==> config.mk <==
export PLATFORM = sky130hd
export DESIGN_NAME = ctrl_pipe
export DESIGN_NICKNAME = d
export VERILOG_FILES = /design/src/rtl/ctrl_pipe.sv
export SDC_FILE = /design/constraint.sdc
export NUM_CORES = 1
export LEC_CHECK = 0
export ABC_AREA = 1
export ABC_CLOCK_PERIOD_IN_PS = 1590
export BUFFER_PORTS_ARGS = -buffer_cell sky130_fd_sc_hd__buf_4
export CORE_MARGIN = 2
export CORE_UTILIZATION = 49
export CTS_CLUSTER_DIAMETER = 200
export DETAILED_ROUTE_END_ITERATION = 12
export PLACE_DENSITY = 0.77
export SLEW_MARGIN = 20
export SYNTH_ARGS = -nofsm -noshare
export SYNTH_HDL_FRONTEND = slang
export SYNTH_SLANG_ARGS = --single-unit
==> constraint.sdc <==
create_clock -name clk -period 1.59 [get_ports clk]
set_input_delay 0.159 -clock clk [delete_from_list [all_inputs] [get_ports clk]]
set_output_delay 0.159 -clock clk [all_outputs]
set_load 0.05 [all_outputs]
==> src/rtl/ctrl_pipe.sv <==
// ctrl_pipe: control-side pipeline registers (ID/EX, EX/MEM, MEM/WB) for a
// 5-stage in-order core, with branch flush and hazard stall generation.
// Optional macro FORWARD_EN: adds fwd_a/fwd_b operand-forward selects and
// restricts stalls to load-use; without it every RAW against EX/MEM stalls.
//
// Stage-valid semantics: each stage carries a valid bit. A stage with valid=0
// is a bubble and presents all its control outputs as 0. Every stage advances
// on every clock edge; stall and flush only replace the ID/EX capture with a
// bubble (the upstream PC and IF/ID hold or squash in response).
module ctrl_pipe #(
  parameter int REG_W = 5
) (
  input  logic             clk,
  input  logic             rst_n,
  input  logic [7:0]       id_ctrl,
  input  logic             id_valid,
  input  logic [REG_W-1:0] id_rs1,
  input  logic [REG_W-1:0] id_rs2,
  input  logic [REG_W-1:0] id_rd,
  input  logic             ex_taken,
  output logic             stall,
  output logic             flush,
  output logic             ex_alusrc,
  output logic [1:0]       ex_aluop,
  output logic [REG_W-1:0] ex_rs1,
  output logic [REG_W-1:0] ex_rs2,
  output logic             ex_valid,
  output logic             mem_memread,
  output logic             mem_memwrite,
  output logic             mem_valid,
  output logic [REG_W-1:0] mem_rd,
  output logic             wb_regwrite,
  output logic             wb_memtoreg,
  output logic             wb_valid,
  output logic [REG_W-1:0] wb_rd
`ifdef FORWARD_EN
  ,
  output logic [1:0]       fwd_a,
  output logic [1:0]       fwd_b
`endif
);

  // ID/EX stage: full control bundle plus source and destination indices
  logic             idex_valid, idex_alusrc, idex_memtoreg, idex_regwrite;
  logic             idex_memread, idex_memwrite, idex_branch;
  logic [1:0]       idex_aluop;
  logic [REG_W-1:0] idex_rs1, idex_rs2, idex_rd;

  // EX/MEM stage: memory and writeback controls
  logic             exmem_valid, exmem_memtoreg, exmem_regwrite;
  logic             exmem_memread, exmem_memwrite;
  logic [REG_W-1:0] exmem_rd;

  // MEM/WB stage: writeback controls
  logic             memwb_valid, memwb_regwrite, memwb_memtoreg;
  logic [REG_W-1:0] memwb_rd;

  logic flush_c;
  logic hazard_c;

  // Taken branch resolving in EX squashes the instruction currently in ID
  assign flush_c = idex_valid && idex_branch && ex_taken;

`ifdef FORWARD_EN
  // Only a load in EX cannot be forwarded in time to the next instruction
  assign hazard_c = id_valid && idex_valid && idex_memread &&
                    (idex_rd != '0) &&
                    ((idex_rd == id_rs1) || (idex_rd == id_rs2));

  // Select source for an EX operand: 10 = EX/MEM result, 01 = MEM/WB result
  function automatic logic [1:0] fwd_sel(input logic [REG_W-1:0] rs);
    if (exmem_valid && exmem_regwrite && (exmem_rd != '0) && (exmem_rd == rs))
      fwd_sel = 2'b10;
    else if (memwb_valid && memwb_regwrite && (memwb_rd != '0) && (memwb_rd == rs))
      fwd_sel = 2'b01;
    else
      fwd_sel = 2'b00;
  endfunction

  // Forward selects are held at 00 while reset is asserted
  always_comb begin
    fwd_a = 2'b00;
    fwd_b = 2'b00;
    if (rst_n) begin
      fwd_a = fwd_sel(idex_rs1);
      fwd_b = fwd_sel(idex_rs2);
    end
  end
`else
  // Without forwarding, any pending write in EX or MEM to a nonzero source
  // must drain; WB is covered by the write-first register file.
  logic rs1_hit, rs2_hit;
  assign rs1_hit = (id_rs1 != '0) &&
                   ((idex_valid && idex_regwrite && (idex_rd == id_rs1)) ||
                    (exmem_valid && exmem_regwrite && (exmem_rd == id_rs1)));
  assign rs2_hit = (id_rs2 != '0) &&
                   ((idex_valid && idex_regwrite && (idex_rd == id_rs2)) ||
                    (exmem_valid && exmem_regwrite && (exmem_rd == id_rs2)));
  assign hazard_c = id_valid && (rs1_hit || rs2_hit);
`endif

  // Flush wins over stall: the stalled instruction is on the wrong path anyway
  assign flush = rst_n && flush_c;
  assign stall = rst_n && hazard_c && !flush_c;

  // ID/EX capture; a flush or stall inserts a bubble instead of the ID instruction
  always_ff @(posedge clk) begin
    if (!rst_n || flush_c || hazard_c) begin
      idex_valid    <= 1'b0;
      idex_alusrc   <= 1'b0;
      idex_memtoreg <= 1'b0;
      idex_regwrite <= 1'b0;
      idex_memread  <= 1'b0;
      idex_memwrite <= 1'b0;
      idex_branch   <= 1'b0;
      idex_aluop    <= 2'b00;
      idex_rs1      <= '0;
      idex_rs2      <= '0;
      idex_rd       <= '0;
    end else begin
      idex_valid    <= id_valid;
      idex_alusrc   <= id_valid & id_ctrl[7];
      idex_memtoreg <= id_valid & id_ctrl[6];
      idex_regwrite <= id_valid & id_ctrl[5];
      idex_memread  <= id_valid & id_ctrl[4];
      idex_memwrite <= id_valid & id_ctrl[3];
      idex_branch   <= id_valid & id_ctrl[2];
      idex_aluop    <= id_ctrl[1:0] & {2{id_valid}};
      idex_rs1      <= id_rs1;
      idex_rs2      <= id_rs2;
      idex_rd       <= id_rd;
    end
  end

  // EX/MEM always advances from ID/EX, including a branch that is flushing
  always_ff @(posedge clk) begin
    if (!rst_n) begin
      exmem_valid    <= 1'b0;
      exmem_memtoreg <= 1'b0;
      exmem_regwrite <= 1'b0;
      exmem_memread  <= 1'b0;
      exmem_memwrite <= 1'b0;
      exmem_rd       <= '0;
    end else begin
      exmem_valid    <= idex_valid;
      exmem_memtoreg <= idex_valid & idex_memtoreg;
      exmem_regwrite <= idex_valid & idex_regwrite;
      exmem_memread  <= idex_valid & idex_memread;
      exmem_memwrite <= idex_valid & idex_memwrite;
      exmem_rd       <= idex_rd;
    end
  end

  // MEM/WB always advances from EX/MEM
  always_ff @(posedge clk) begin
    if (!rst_n) begin
      memwb_valid    <= 1'b0;
      memwb_regwrite <= 1'b0;
      memwb_memtoreg <= 1'b0;
      memwb_rd       <= '0;
    end else begin
      memwb_valid    <= exmem_valid;
      memwb_regwrite <= exmem_valid & exmem_regwrite;
      memwb_memtoreg <= exmem_valid & exmem_memtoreg;
      memwb_rd       <= exmem_rd;
    end
  end

  // Stage outputs: controls gated by their stage valid, indices passed raw
  assign ex_valid     = idex_valid;
  assign ex_alusrc    = idex_valid & idex_alusrc;
  assign ex_aluop     = idex_aluop & {2{idex_valid}};
  assign ex_rs1       = idex_rs1;
  assign ex_rs2       = idex_rs2;
  assign mem_valid    = exmem_valid;
  assign mem_memread  = exmem_valid & exmem_memread;
  assign mem_memwrite = exmem_valid & exmem_memwrite;
  assign mem_rd       = exmem_rd;
  assign wb_valid     = memwb_valid;
  assign wb_regwrite  = memwb_valid & memwb_regwrite;
  assign wb_memtoreg  = memwb_valid & memwb_memtoreg;
  assign wb_rd        = memwb_rd;

endmodule

==> summary.txt, run 1 <==
Status
  – Run status: finished, violations left
  – Failing checks: setup timing

Power
  – Part of the power in registers: 55.6%
  – Psw: 605 uW
  – Comb pwr share: 18.3%
  – Leak: 1.36 nW
  – P_int: 1.40 mW
  – Clock share of power: 26.0%
  – Pwr dens: 843 nW/um2
  – Maximum vdd ir drop: 0.584 mV
  – Sw Share: 30.2%

Worst setup path
  – CP arrival: 1.70 ns
  – Buf/Inv on CP: 2
  – Slowest CP cell: dfxtp_2
  – Critical path type: flop to output pin
  – CP Data Required Time: 1.43 ns
  – R2r startpoint: mem_valid
  – Max incr delay on CP: 0.35 ns
  – Critical Path Sink Type: output pin
  – Most used cell, CP: nand2_1
  – Cell family with most CP delay: simple AND/OR/NAND/NOR gates
  – Crit start category: flop
  – Crit path launch: mem_valid
  – Cell Chain, Critical Path: nand2_1 -> inv_2 -> nand2_1 -> nor2_1 -> nand3_1 -> nand2_1 -> nand2_2 -> nand2_2 -> nand2_4 -> nor2_4 -> buf_6
  – Crit path max fanout: 2

Floorplan
  – Core area: 3340 um2
  – DIE AREA: 3960 um2
  – I/O pins: 59
  – Initial core utilization: 51.0%
  – Rows: 21
  – Die height: 63.0 um
  – Die width: 63.0 um

Placement
  – HPWL Detailed: 2620 um
  – Port Buffers: 58
  – Routability cong.: 0.891
  – Placed Cells: 349

Cells and area
  – Fin util: 71.1%
  – Non-filler cells, final: 367
  – Post-layout nets: 347
  – Filler cell count: 283
  – # diodes: 0
  – Synthesis-to-finish area growth: 39.4%
  – Layout cell share with drive strength beyond 1: 37.1%

Synthesis
  – Post-synth EDFFs: 0
  – Synth warn: 0
  – Syn Nets: 275
  – Synth Flop Type: dfxtp_1
  – Sequential fraction of the synthesis area: 49.4%
  – Ys async rst share: 0%
  – FF+latch count, synth: 42
  – Mapped cell area: 1700 um2
  – Mapped Cells: 248
  – Avg Cell Area, Syn: 6.87 um2
  – Post-synthesis cell type count: 15

Timing
  – Tightest Pin Transition: 0.358 ns
  – Max Clock Freq: 537 MHz
  – Endpoints failing hold: 0
  – Max Clock Skew: 0.0108 ns
  – RSZ-0062 raised after global routing: true
  – Fin crit share: 117%
  – Setup ws final: -0.272 ns
  – Hold_ws: 0.0150 ns
  – Final worst path period need: 1.86 ns
  – Final setup vio count: 4
  – Slew Viols, Final: 0
  – Slew headroom: 76.1%

CTS
  – Deepest clock path buffer count: 2
  – Total CTS buffers: 5
  – Root Driver: clkbuf_4
  – # H-tree levels: 2
  – CTS tree: done
  – Clock sinks: 42
  – Clk pin slew, worst setup/hold paths: 0.13 ns
  – Clk_lat worst skew: 0.36 ns

Routing
  – Routed vias/inst: 4.45
  – Final WL: 3960 um
  – DRC: 0
  – Detailed-route wire length per cell: 10.8 um
  – Pre-antenna DRT Iters: 4
  – DR iter-0 viols: 81
  – Vias post-DR: 1,634
  – Post-route ant nets: 0

GRT
  – First-pass GRT wire length: 6210 um
  – Initial antenna violation count: 0
  – Total grt overflow: 0
  – Global Route Usage Sum: 20.1%
  – Vias in the first global route: 1,461
  – Largest net degree at the start of global routing: 24

Min path
  – Hold wc startpoint: id_rd[3]
  – Hold crit path type: input port to flop

Run
  – Max-cap check violation count: 0
==> metrics by stage <==
stage                     setup TNS (ns)  total power, mW  cell area, um2  worst slack (ns)
after floorplan                        0             1.36            1720            0.0249
after global placement                 0             1.48            2170             0.107
after detailed placement               0             1.48            2170            0.0699
after CTS                         -0.182             2.01            2290            -0.182
after global routing               -1.84             2.11            2370            -0.408
final                             -0.279             2.00            2370            -0.272
==> flip-flops by register name, indices dropped and copies added (netlist names), 2 cells and up <==
signal      flops
ex_rs1          5
idex_rd         5
idex_aluop      2
wb_rd           5
ex_rs2          5
mem_rd          5
==> logic make-up after synthesis <==
family                 after synthesis  synth area share [%]
and+or+nand+nor                    148                  35.9
buffers and inverters               57                  14.4
DFF                                 42                  49.4
AOI/OAI and AO/OA                    1                 0.294
==> worst min-delay path, stage by stage <==
cell and delay, ns:
buf_4 0.11, inv_1 0.05, nor2_1 0.04
==> power by group through the flow <==
stage	logic, mW	clock network [mW]	registers (mW)
global placement	0.336	0	1.14
global route	0.399	0.595	1.12
finish	0.367	0.521	1.11
CTS	0.350	0.543	1.12
detailed placement	0.339	0	1.14
floorplan	0.129	0	1.23
==> routing by layer <==
metal / global-route usage, % / vias to the layer above / part of all wire (%)
met5: 0 / - / 0
met4: 8.89 / 0 / 2.8
met3: 6.31 / 14 / 6.5
met2: 32.3 / 59 / 48
met1: 24.5 / 711 / 43
li1: - / 850 / -
==> layout by cell type (no fill, tap or decap) <==
cell type,count
nand2_1,82
buf_4,65
inv_1,46
nor2_1,32
dfxtp_1,30
nor2_2,14
nand3_1,7
inv_2,7
nand2_2,7
dfxtp_2,7
clkbuf_4,5
dfxtp_4,5
nand2_4,3
nor3_1,2
o21ai_1,1
nor2_4,1
nand2_8,1
nand4_1,1
clkinv_2,1
clkinvlp_4,1
clkinv_4,1
dlygate4sd3_1,1
buf_6,1
==> what timing repair did <==
item | CTS | global route
setup endpoints to repair | 1 | 24
pin swaps | 0 | 17
resized for setup | 8 | 20
gates cloned | 0 | 2
hold buffers | 1 | 0
buffers inserted | 4 | 4
endpoints found under the hold margin | 1 | 0
==> worst paths after layout <==
path | end | slack (ns) | cells past startpoint
setup / recovery | stall | -0.27 | 11
hold / removal | idex_rd[3] | 0.02 | 3
setup reg to reg | ex_rs1[2] | 0 | 12
hold reg to reg | exmem_memwrite | 0.42 | 2
==> layout make-up <==
cell class	instances	area, um2	share of cell area, %
flip-flops and latches	42	868	36.6
multi-input cells	151	681	28.7
repair buffers	67	509	21.5
clock buffers	5	37.5	1.58
clock inverters	3	21.3	0.896
inverters	53	199	8.38
well taps	46	57.6	2.42
==> synthesized netlist by cell type (2+ instances only) <==
| cell type | n | area (um2) |
|---|---|---|
| nor2_2 | 12 | 75.1 |
| nand2_1 | 88 | 330 |
| nor3_1 | 2 | 10.0 |
| nand3_1 | 7 | 35.0 |
| buf_6 | 2 | 22.5 |
| nand2_2 | 2 | 12.5 |
| dfxtp_1 | 42 | 841 |
| nor2_1 | 35 | 131 |
| inv_1 | 52 | 195 |
(Power assumes the default switching activity.)
==> run 2, diff against run 1 <==
--- a/config.mk
+++ b/config.mk
@@ -12,6 +12,7 @@
 export CORE_UTILIZATION = 49
 export CTS_CLUSTER_DIAMETER = 200
 export DETAILED_ROUTE_END_ITERATION = 12
+export GPL_TIMING_DRIVEN = 0
 export PLACE_DENSITY = 0.77
 export SLEW_MARGIN = 20
 export SYNTH_ARGS = -nofsm -noshare
==> run 2 against run 1 <==
The run still ends with setup timing left; clock-buffer cell count up 1; via count down 1.1%; clock skew up 0.0089 ns; sequential power about the same; core utilization up 3.1 points; non-clock buffer count up 6; maximum frequency up 3.5%; critical path depth unchanged; highest routed layer unchanged.
==> summary.txt, run 2 (synthesis gave the netlist of run 1 again) <==
GRT
  – Initial antenna violation count: 0
  – Vias in the first global route: 1,414
  – Largest net degree at the start of global routing: 14
  – Global Route Usage Sum: 19.9%
  – First-pass GRT wire length: 6180 um
  – Total grt overflow: 0

Cells and area
  – Non-filler cells, final: 371
  – Synthesis-to-finish area growth: 45.5%
  – Filler cell count: 266
  – Post-layout nets: 351
  – Commonest non-fill, non-tap cell in the layout: nand2_1
  – # diodes: 0
  – Commonest non-fill, non-tap cells in the layout: nand2_1, buf_4, inv_1
  – Layout cell share with drive strength beyond 1: 36.3%

Routing
  – Detailed-route wire length per cell: 10.4 um
  – DR iter-0 viols: 37
  – Final WL: 3860 um
  – WL met1: 1780 um
  – Routed vias/inst: 4.36
  – Pre-antenna DRT Iters: 4
  – Vias post-DR: 1,616
  – Top sig layer: met4
  – Detail Route met3 WL: 201 um
  – DRC: 0
  – Met2 WL: 1850 um
  – Post-route ant nets: 0

Power
  – Leak: 1.41 nW
  – PnR Total Power: 2.18 mW
  – Pwr dens: 878 nW/um2
  – Maximum vdd ir drop: 0.522 mV

Min path
  – Hold depth: 3
  – WHS Endpoint: idex_rd[0]
  – Hold crit path type: input port to flop
  – Hold wc startpoint: id_rd[0]

Status
  – Failing checks: setup timing
  – Run status: finished, violations left

Floorplan
  – Rows: 21
  – Core area: 3340 um2
  – I/O pins: 59
  – DIE AREA: 3960 um2
  – Die width: 63.0 um
  – Initial core utilization: 51.0%
  – Die height: 63.0 um

Worst setup path
  – Worst Reg2Reg Path Length in Cells: 14
  – Crit path max fanout: 2
  – CP Data Required Time: 1.43 ns
  – Critical path type: flop to output pin
  – CP arrival: 1.64 ns
  – R2r setup slk: -0.07 ns
  – Critical Path Sink Type: output pin
  – Crit start category: flop
  – R2r startpoint: ex_valid
  – RR Endpoint: ex_rs1[0]

Placement
  – Placed Cells: 351
  – Pre-CTS setup slack: 0.0555 ns
  – Port Buffers: 57
  – Routability cong.: 0.825
  – HPWL Detailed: 2630 um

CTS
  – # H-tree levels: 2
  – Root Driver: clkbuf_4
  – Clk_lat worst skew: 0.36 ns
  – Clock sinks: 42
  – Total CTS buffers: 5
  – CTS tree: done
  – Clk pin slew, worst setup/hold paths: 0.13 ns
  – Deepest clock path buffer count: 2

Timing
  – Tightest Pin Transition: 0.512 ns
  – Slew headroom: 65.9%
  – Final setup vio count: 24
  – Fin crit share: 113%
  – Slew Viols, Final: 0
  – Endpoints failing hold: 0
  – Max Clock Freq: 556 MHz
  – Final worst path period need: 1.80 ns
  – RSZ-0062 raised after global routing: true
  – Max Clock Skew: 0.0197 ns
  – Setup ws final: -0.209 ns

Run
  – Max-cap check violation count: 0
==> run 2: cell types whose count changed in the layout (fill, tap and decap cells not counted), moves of 3 or more <==
| cell | delta |
|---|---|
| nand2_1 | +4 |
| nand2_2 | -4 |
| nor2_2 | +3 |
| nor2_1 | -3 |
| buf_6 | +3 |
| buf_4 | -3 |
==> run 2: cell type report <==
| class | instances | area, um2 | area share [%] |
|---|---|---|---|
| Clock inverter | 2 | 37.5 | 1.52 |
| Buffer | 4 | 50.0 | 2.02 |
| Tap cell | 46 | 57.6 | 2.32 |
| Inverter | 53 | 199 | 8.03 |
| Timing Repair Buffer | 69 | 569 | 23.0 |
| Sequential cell | 42 | 867 | 35.0 |
| Multi-Input combinational cell | 149 | 656 | 26.5 |
| Clock buffer | 6 | 41.3 | 1.67 |
==> run 2: through the flow <==
stage,util [%],hold WS [ns],TNS [ns],cell area (um2)
finish,74.2,0.0110,-1.31,2480
floorplan,-,0.271,0,1720
global route,74.2,0.0151,-4.62,2480
detailed placement,66.1,0.381,0,2200
global placement,66.1,0.373,0,2200
CTS,69.9,0.0100,-0.198,2330
==> run 2: report_power, final <==
group | internal (mW) | switching (mW)
Clock | 0.332 | 0.339
Sequential | 1.09 | 0.0238
Combinational | 0.157 | 0.232
==> run 2: metal layers <==
metal  up-vias  GRT usage (%)
met5         -              0
met1       712           24.6
met4         0           6.67
met3         4           6.49
met2        44           32.6
li1        856              -
==> run 2: how the worst max path moves through the flow <==
stage               startpoint         to  slack (ns)  cells after the start
finish                ex_valid      stall       -0.21                     11
global route          ex_valid      stall       -0.35                     11
CTS                 idex_rd[0]      stall       -0.20                     11
detailed placement    ex_valid  ex_rs2[3]        0.06                     12
global placement      ex_valid  ex_rs2[3]        0.08                     12
floorplan            mem_valid      stall        0.02                     10
==> run 2: what timing repair did <==
action / CTS / global route
pin swaps: 4 / 10
setup buffers: 4 / 4
gates cloned: 0 / 2
hold endpoints to repair: 0 / 2
gates resized for setup: 10 / 17
setup endpoints to repair: 1 / 23
hold buffers: 0 / 2
==> run 2: critical path, stage by stage, from the launching register on <==
cell and delay (ns):
dfxtp_4 0.37, nand2_2 0.06, inv_2 0.06, nand2_1 0.05, nor2_2 0.10, nand3_1 0.09, nand2_1 0.09, nand2_2 0.07
nand2_2 0.08, nand2_4 0.05, nor2_4 0.08, buf_6 0.16
